==> src/rtl/tff_read_decoder_pkg.sv <==
// Shared definitions for the TFF read-out path: FSM state encodings and the
// default widths that the upstream encoder and this decoder must agree on.
package tff_read_decoder_pkg;

   typedef enum logic [1:0] {
      ST_IDLE  = 2'd0,
      ST_READ  = 2'd1,
      ST_DONE  = 2'd2,
      ST_CLEAR = 2'd3
   } state_t;

   localparam int DEF_CNT_BITS    = 8;
   localparam int DEF_SYNC_STAGES = 2;

endpackage

==> src/rtl/tff_read_decoder_bit_sync.sv <==
// N-flop synchronizer for a single asynchronous bit, synchronously cleared to 0.
module bit_sync #(
   parameter int STAGES = 2
) (
   input  logic clk,
   input  logic rst,
   input  logic d,
   output logic q
);

   logic [STAGES-1:0] r_sync;

   always_ff @(posedge clk) begin
      if (rst) begin
         r_sync <= '0;
      end else begin
         r_sync <= {r_sync[STAGES-2:0], d};
      end
   end

   assign q = r_sync[STAGES-1];

endmodule

==> src/rtl/tff_read_decoder.sv <==
// Read-out stage for the TFF delay ring: clears the ring, times the rising edge
// of its output in clk cycles, and hands the result to a consumer via valid/ack.
module tff_read_decoder
   import tff_read_decoder_pkg::*;
#(
   parameter int CNT_BITS    = DEF_CNT_BITS,
   parameter int TIMEOUT     = 255,
   parameter int SYNC_STAGES = DEF_SYNC_STAGES,
   parameter int CLR_CYCLES  = 4
) (
   input  logic                clk,
   input  logic                rst,
   input  logic                start,
   input  logic                ack,
   input  logic                tff_out,
   input  logic                tff_carry,
   output logic                RE,
   output logic                rstb,
   output logic                busy,
   output logic                valid,
   output logic [CNT_BITS-1:0] value,
   output logic                overflow,
   output logic                timeout
);

   localparam int                  CLR_W    = (CLR_CYCLES > 1) ? $clog2(CLR_CYCLES) : 1;
   localparam logic [CLR_W-1:0]    CLR_LAST = CLR_W'(CLR_CYCLES - 1);
   localparam logic [CNT_BITS-1:0] TO_VAL   = CNT_BITS'(TIMEOUT);
   localparam logic [CNT_BITS-1:0] SYNC_OFS = CNT_BITS'(SYNC_STAGES);

   // The edge is seen SYNC_STAGES cycles late; remove that bias, never going below 0.
   function automatic logic [CNT_BITS-1:0] sat_sub_sync(input logic [CNT_BITS-1:0] a);
      if (a < SYNC_OFS) begin
         return '0;
      end
      return a - SYNC_OFS;
   endfunction

   logic                w_out_s;
   logic                w_carry_s;

   state_t              r_state,    w_state_nxt;
   logic [CNT_BITS-1:0] r_cnt,      w_cnt_nxt;
   logic [CLR_W-1:0]    r_clr_cnt,  w_clr_cnt_nxt;
   logic                r_out_prev, w_out_prev_nxt;
   logic                r_re,       w_re_nxt;
   logic                r_rstb,     w_rstb_nxt;
   logic                r_valid,    w_valid_nxt;
   logic [CNT_BITS-1:0] r_value,    w_value_nxt;
   logic                r_ovf,      w_ovf_nxt;
   logic                r_tmo,      w_tmo_nxt;

   bit_sync #(.STAGES(SYNC_STAGES)) u_sync_out (
      .clk (clk),
      .rst (rst),
      .d   (tff_out),
      .q   (w_out_s)
   );

   bit_sync #(.STAGES(SYNC_STAGES)) u_sync_carry (
      .clk (clk),
      .rst (rst),
      .d   (tff_carry),
      .q   (w_carry_s)
   );

   always_comb begin
      w_state_nxt    = r_state;
      w_cnt_nxt      = r_cnt;
      w_clr_cnt_nxt  = r_clr_cnt;
      w_out_prev_nxt = r_out_prev;
      w_re_nxt       = r_re;
      w_rstb_nxt     = r_rstb;
      w_valid_nxt    = r_valid;
      w_value_nxt    = r_value;
      w_ovf_nxt      = r_ovf;
      w_tmo_nxt      = r_tmo;

      case (r_state)
         ST_CLEAR: begin
            w_re_nxt   = 1'b0;
            w_rstb_nxt = 1'b0;
            if (r_clr_cnt == CLR_LAST) begin
               w_state_nxt   = ST_IDLE;
               w_rstb_nxt    = 1'b1;
               w_clr_cnt_nxt = '0;
            end else begin
               w_clr_cnt_nxt = r_clr_cnt + 1'b1;
            end
         end
         ST_IDLE: begin
            w_rstb_nxt = 1'b1;
            if (start) begin
               w_state_nxt    = ST_READ;
               w_cnt_nxt      = '0;
               w_re_nxt       = 1'b1;
               w_out_prev_nxt = w_out_s;
            end
         end
         ST_READ: begin
            w_out_prev_nxt = w_out_s;
            // Carry outranks a coincident edge; the count is meaningless once the ring wrapped.
            if (w_carry_s) begin
               w_state_nxt = ST_DONE;
               w_re_nxt    = 1'b0;
               w_valid_nxt = 1'b1;
               w_ovf_nxt   = 1'b1;
               w_value_nxt = '1;
            end else if (!r_out_prev && w_out_s) begin
               w_state_nxt = ST_DONE;
               w_re_nxt    = 1'b0;
               w_valid_nxt = 1'b1;
               w_value_nxt = sat_sub_sync(r_cnt);
            end else if (r_cnt == TO_VAL) begin
               w_state_nxt = ST_DONE;
               w_re_nxt    = 1'b0;
               w_valid_nxt = 1'b1;
               w_tmo_nxt   = 1'b1;
               w_value_nxt = '1;
            end else begin
               w_cnt_nxt = r_cnt + 1'b1;
            end
         end
         ST_DONE: begin
            if (ack) begin
               w_state_nxt   = ST_CLEAR;
               w_rstb_nxt    = 1'b0;
               w_clr_cnt_nxt = '0;
               w_valid_nxt   = 1'b0;
               w_value_nxt   = '0;
               w_ovf_nxt     = 1'b0;
               w_tmo_nxt     = 1'b0;
            end
         end
         default: begin
            w_state_nxt = ST_CLEAR;
         end
      endcase
   end

   always_ff @(posedge clk) begin
      if (rst) begin
         r_state    <= ST_CLEAR;
         r_cnt      <= '0;
         r_clr_cnt  <= '0;
         r_out_prev <= 1'b0;
         r_re       <= 1'b0;
         r_rstb     <= 1'b0;
         r_valid    <= 1'b0;
         r_value    <= '0;
         r_ovf      <= 1'b0;
         r_tmo      <= 1'b0;
      end else begin
         r_state    <= w_state_nxt;
         r_cnt      <= w_cnt_nxt;
         r_clr_cnt  <= w_clr_cnt_nxt;
         r_out_prev <= w_out_prev_nxt;
         r_re       <= w_re_nxt;
         r_rstb     <= w_rstb_nxt;
         r_valid    <= w_valid_nxt;
         r_value    <= w_value_nxt;
         r_ovf      <= w_ovf_nxt;
         r_tmo      <= w_tmo_nxt;
      end
   end

   assign RE       = r_re;
   assign rstb     = r_rstb;
   assign busy     = (r_state != ST_IDLE);
   assign valid    = r_valid;
   assign value    = r_value;
   assign overflow = r_ovf;
   assign timeout  = r_tmo;

endmodule

==> config.mk <==
export PLATFORM = sky130hd
export DESIGN_NAME = tff_read_decoder
export DESIGN_NICKNAME = d
export VERILOG_FILES = /design/src/rtl/tff_read_decoder_pkg.sv /design/src/rtl/tff_read_decoder_bit_sync.sv /design/src/rtl/tff_read_decoder.sv
export SDC_FILE = /design/constraint.sdc
export NUM_CORES = 1
export LEC_CHECK = 0
export CORE_UTILIZATION = 30
export CTS_CLUSTER_SIZE = 20
export DETAILED_ROUTE_END_ITERATION = 8
export PLACE_DENSITY_LB_ADDON = 0.08
export SLEW_MARGIN = 5
export SYNTH_ARGS = -nofsm -noshare
export SYNTH_HDL_FRONTEND = slang
export SYNTH_SLANG_ARGS = --single-unit
==> constraint.sdc <==
create_clock -name clk -period 4.7 [get_ports clk]
set_input_delay 0.47 -clock clk [delete_from_list [all_inputs] [get_ports clk]]
set_output_delay 0.47 -clock clk [all_outputs]
set_load 0.01 [all_outputs]
==> flow_summary_export.csv <==
group,metric,value,unit
status,status,"finished, final reports clean",
synthesis,yosys_warnings,0,
clocking,numClockSinks,30,
synthesis,synth_common_cells,"30 x dfxtp_1, 21 x nor2_1, 13 x nand2_1, 11 x o21ai_0, 10 x nor2b_1",
routing,via_per_inst,5.15,
run,max-cap-violations,0,
setup_path,end_kind,"flip-flop",
global_routing,grt_max_degree,27,
clocking,cts_setup_buffers,0,
synthesis,async_flop_share,0,%
finish,fin_nets,221,
floorplan,coreArea,5140,µm²
floorplan,die-width,75.4,µm
routing,ant_nets,0,
sta,setup_viol,0,
synthesis,avgSynthCellArea,8.55,µm²
routing,drt_pass1_iterations,4,
place,portBuffers,19,
floorplan,start_util,31.5,%
routing,vias,1422,
finish,area_growth,18.4,%
routing,drc_errors,0,
clocking,h-tree-depth,2,
synthesis,yosysMostFrequentCell,"dfxtp_1",
synthesis,syn_area,1620,µm²
sta,finalSetupTns,0,ns
synthesis,synth_edf_count,0,
routing,wl_per_cell,13.0,µm
clocking,cts_hold_buf,0,
clocking,numCtsBuffers,5,
setup_path,critPathKind,"input pin to flip-flop",
sta,tightest_slew,0.939,ns
floorplan,ioPinCount,20,
synthesis,netlist-cell-type-count,43,
place,globalplace.congestion,0.828,
sta,setup_ws,2.44,ns
finish,nFillCells,559,
clocking,clk_pin_slew,0.06,ns
sta,finalCritPeriodShare,48.0,%
clocking,clk_path_buf_depth,2,
synthesis,synth_top_area_cell,"dfxtp_1",
global_routing,antenna_found_initial,0,
power,leakage,0.716,nW
place,place_ws,2.09,ns
sta,maxSlewViolCount,0,
finish,num_antenna_cells,0,
global_routing,grt_pass1_wl,6150,µm
routing,drt_iter0_markers,59,
sta,max_slew_margin,37.2,%
setup_path,cpPeakStageDelay,1.09,ns
sta,skew,0.00545,ns
synthesis,ys_ff_latch,30,
floorplan,rows,26,
clocking,clk_latency,0.28,ns
place,dp.cells,269,
synthesis,ys_seq_area_share,37.2,%
setup_path,path_cells,"clkdlybuf4s50_1, inv_1, nand3_1, nor3_1, a31oi_1, o31ai_1",
setup_path,slowest_stage,"clkdlybuf4s50_1",
power,p_per_area,486,nW/µm²
sta,fmax,0.443,GHz
sta,rsz0062_at_grt,"no",
global_routing,grt-ovfl-total,0,
sta,hold_viol,0,
place,dp_hpwl,2600,µm
synthesis,synth_cells,189,
finish,finalNonFillerCells,276,
setup_path,required,4.83,ns
setup_path,start_kind,"input pin",
finish,ff_latch_area,601,µm²
power,ir_worst_vdd,199,µV
finish,layout-drive-gt1-share,5.83,%
global_routing,grt_usage,14.5,%
setup_path,cp.arrival,2.39,ns
sta,fin_crit,2.26,ns
clocking,cts_tree,"built",
synthesis,syn_nets,204,
clocking,cts_root_buf,"clkbuf_8",
global_routing,grt_pass1_vias,1346,
min_path,worstHoldPathType,"flip-flop to flip-flop",
routing,wl,3590,µm
floorplan,die_y,75.4,µm
synthesis,synth-main-ff-cell,"dfxtp_1",
setup_path,worstPathMaxFanout,26,
synthesis,ys_top_cells_by_area,"dfxtp_1 37%, ha_1 7.0%, nor2_1 4.9%",
clocking,ctsResizeCount,0,
floorplan,dieArea,5690,µm²
synthesis,synth_top_area_share,37.2,%
finish,multi_input_area,930,µm²
## cell families after synthesis
| logic type | count (synthesis) | share of synthesized area, % |
|---|---|---|
| adders and majority gates | 9 | 6.97 |
| buffers and inverters | 17 | 5.34 |
| AOI/OAI and AO/OA | 48 | 20.4 |
| xor gates and xnor gates | 3 | 1.63 |
| muxes | 4 | 2.48 |
| DFF | 30 | 37.2 |
| and+or+nand+nor | 78 | 26.0 |
## metal layers
metal	track usage [%]	wire (µm)
met3	4.10	103
met5	0	0
met1	17.8	1750
met2	23.3	1660
met4	7.20	79
## final timing paths
kind / startpoint / end / slack, ns / depth (start not counted)
worst min register to register: u_sync_out.r_sync[0] / u_sync_out.r_sync[1] / 0.43 / 1
worst min-delay path: u_sync_out.r_sync[0] / u_sync_out.r_sync[1] / 0.43 / 1
worst max-delay path: rst / r_cnt[2] / 2.44 / 6
worst max register to register: r_state[0] / value[7] / 2.65 / 6
## power by group
| group | switching [mW] | leakage, nW | total (mW) | internal, mW |
|---|---|---|---|---|
| combinational | 0.212 | 0.433 | 0.398 | 0.186 |
| clock | 0.0913 | 0.0383 | 0.193 | 0.102 |
| sequential | 0.0321 | 0.245 | 0.339 | 0.307 |
## flip-flops by register name, indices dropped and copies added (netlist names)
signal,cells
r_out_prev,1
r_clr_cnt,2
u_sync_out.r_sync,2
u_sync_carry.r_sync,2
RE,1
valid,1
value,8
overflow,1
r_cnt,8
r_state,2
rstb,1
timeout,1
## area by class of cell
type / count / share of cell area (%)
Tap cell: 70 / 4.58
Clock buffer: 7 / 3.99
Inverter: 8 / 1.57
Multi-Input combinational cell: 142 / 48.6
Timing Repair Buffer: 19 / 9.93
Sequential cell: 30 / 31.4
## critical path: cells and delay by family
family	cells	cell delay, ns
buffers and inverters	2	1.38
AO/OA/AOI/OAI	2	0.27
AND/OR/NAND/NOR	2	0.28
## per-stage QoR
stage / total power, mW / utilization (%) / hold slack, ns / cell area, µm²
5_1_grt: 1.01 / 37.2 / 0.468 / 1910
3_3_place_gp: 0.743 / 35.8 / 0.421 / 1840
6_report: 0.930 / 37.2 / 0.434 / 1910
4_1_cts: 0.945 / 37.2 / 0.444 / 1910
2_1_floorplan: 0.629 / - / 0.414 / 1620
3_5_place_dp: 0.745 / 35.8 / 0.427 / 1840
## cell usage in the layout (no fill, tap or decap), types with 4 or more instances in the layout
master / instances
a21oi_1: 9
a22oi_1: 7
a32oi_1: 4
clkbuf_8: 5
clkdlybuf4s50_1: 19
dfxtp_1: 30
ha_1: 9
inv_1: 8
mux2i_1: 4
nand2_1: 13
nand3_1: 8
nand4_1: 4
nor2_1: 21
nor2b_1: 10
nor3_1: 4
o21ai_0: 11
o31ai_1: 5
Note: power is estimated with default switching activity, not from simulation.
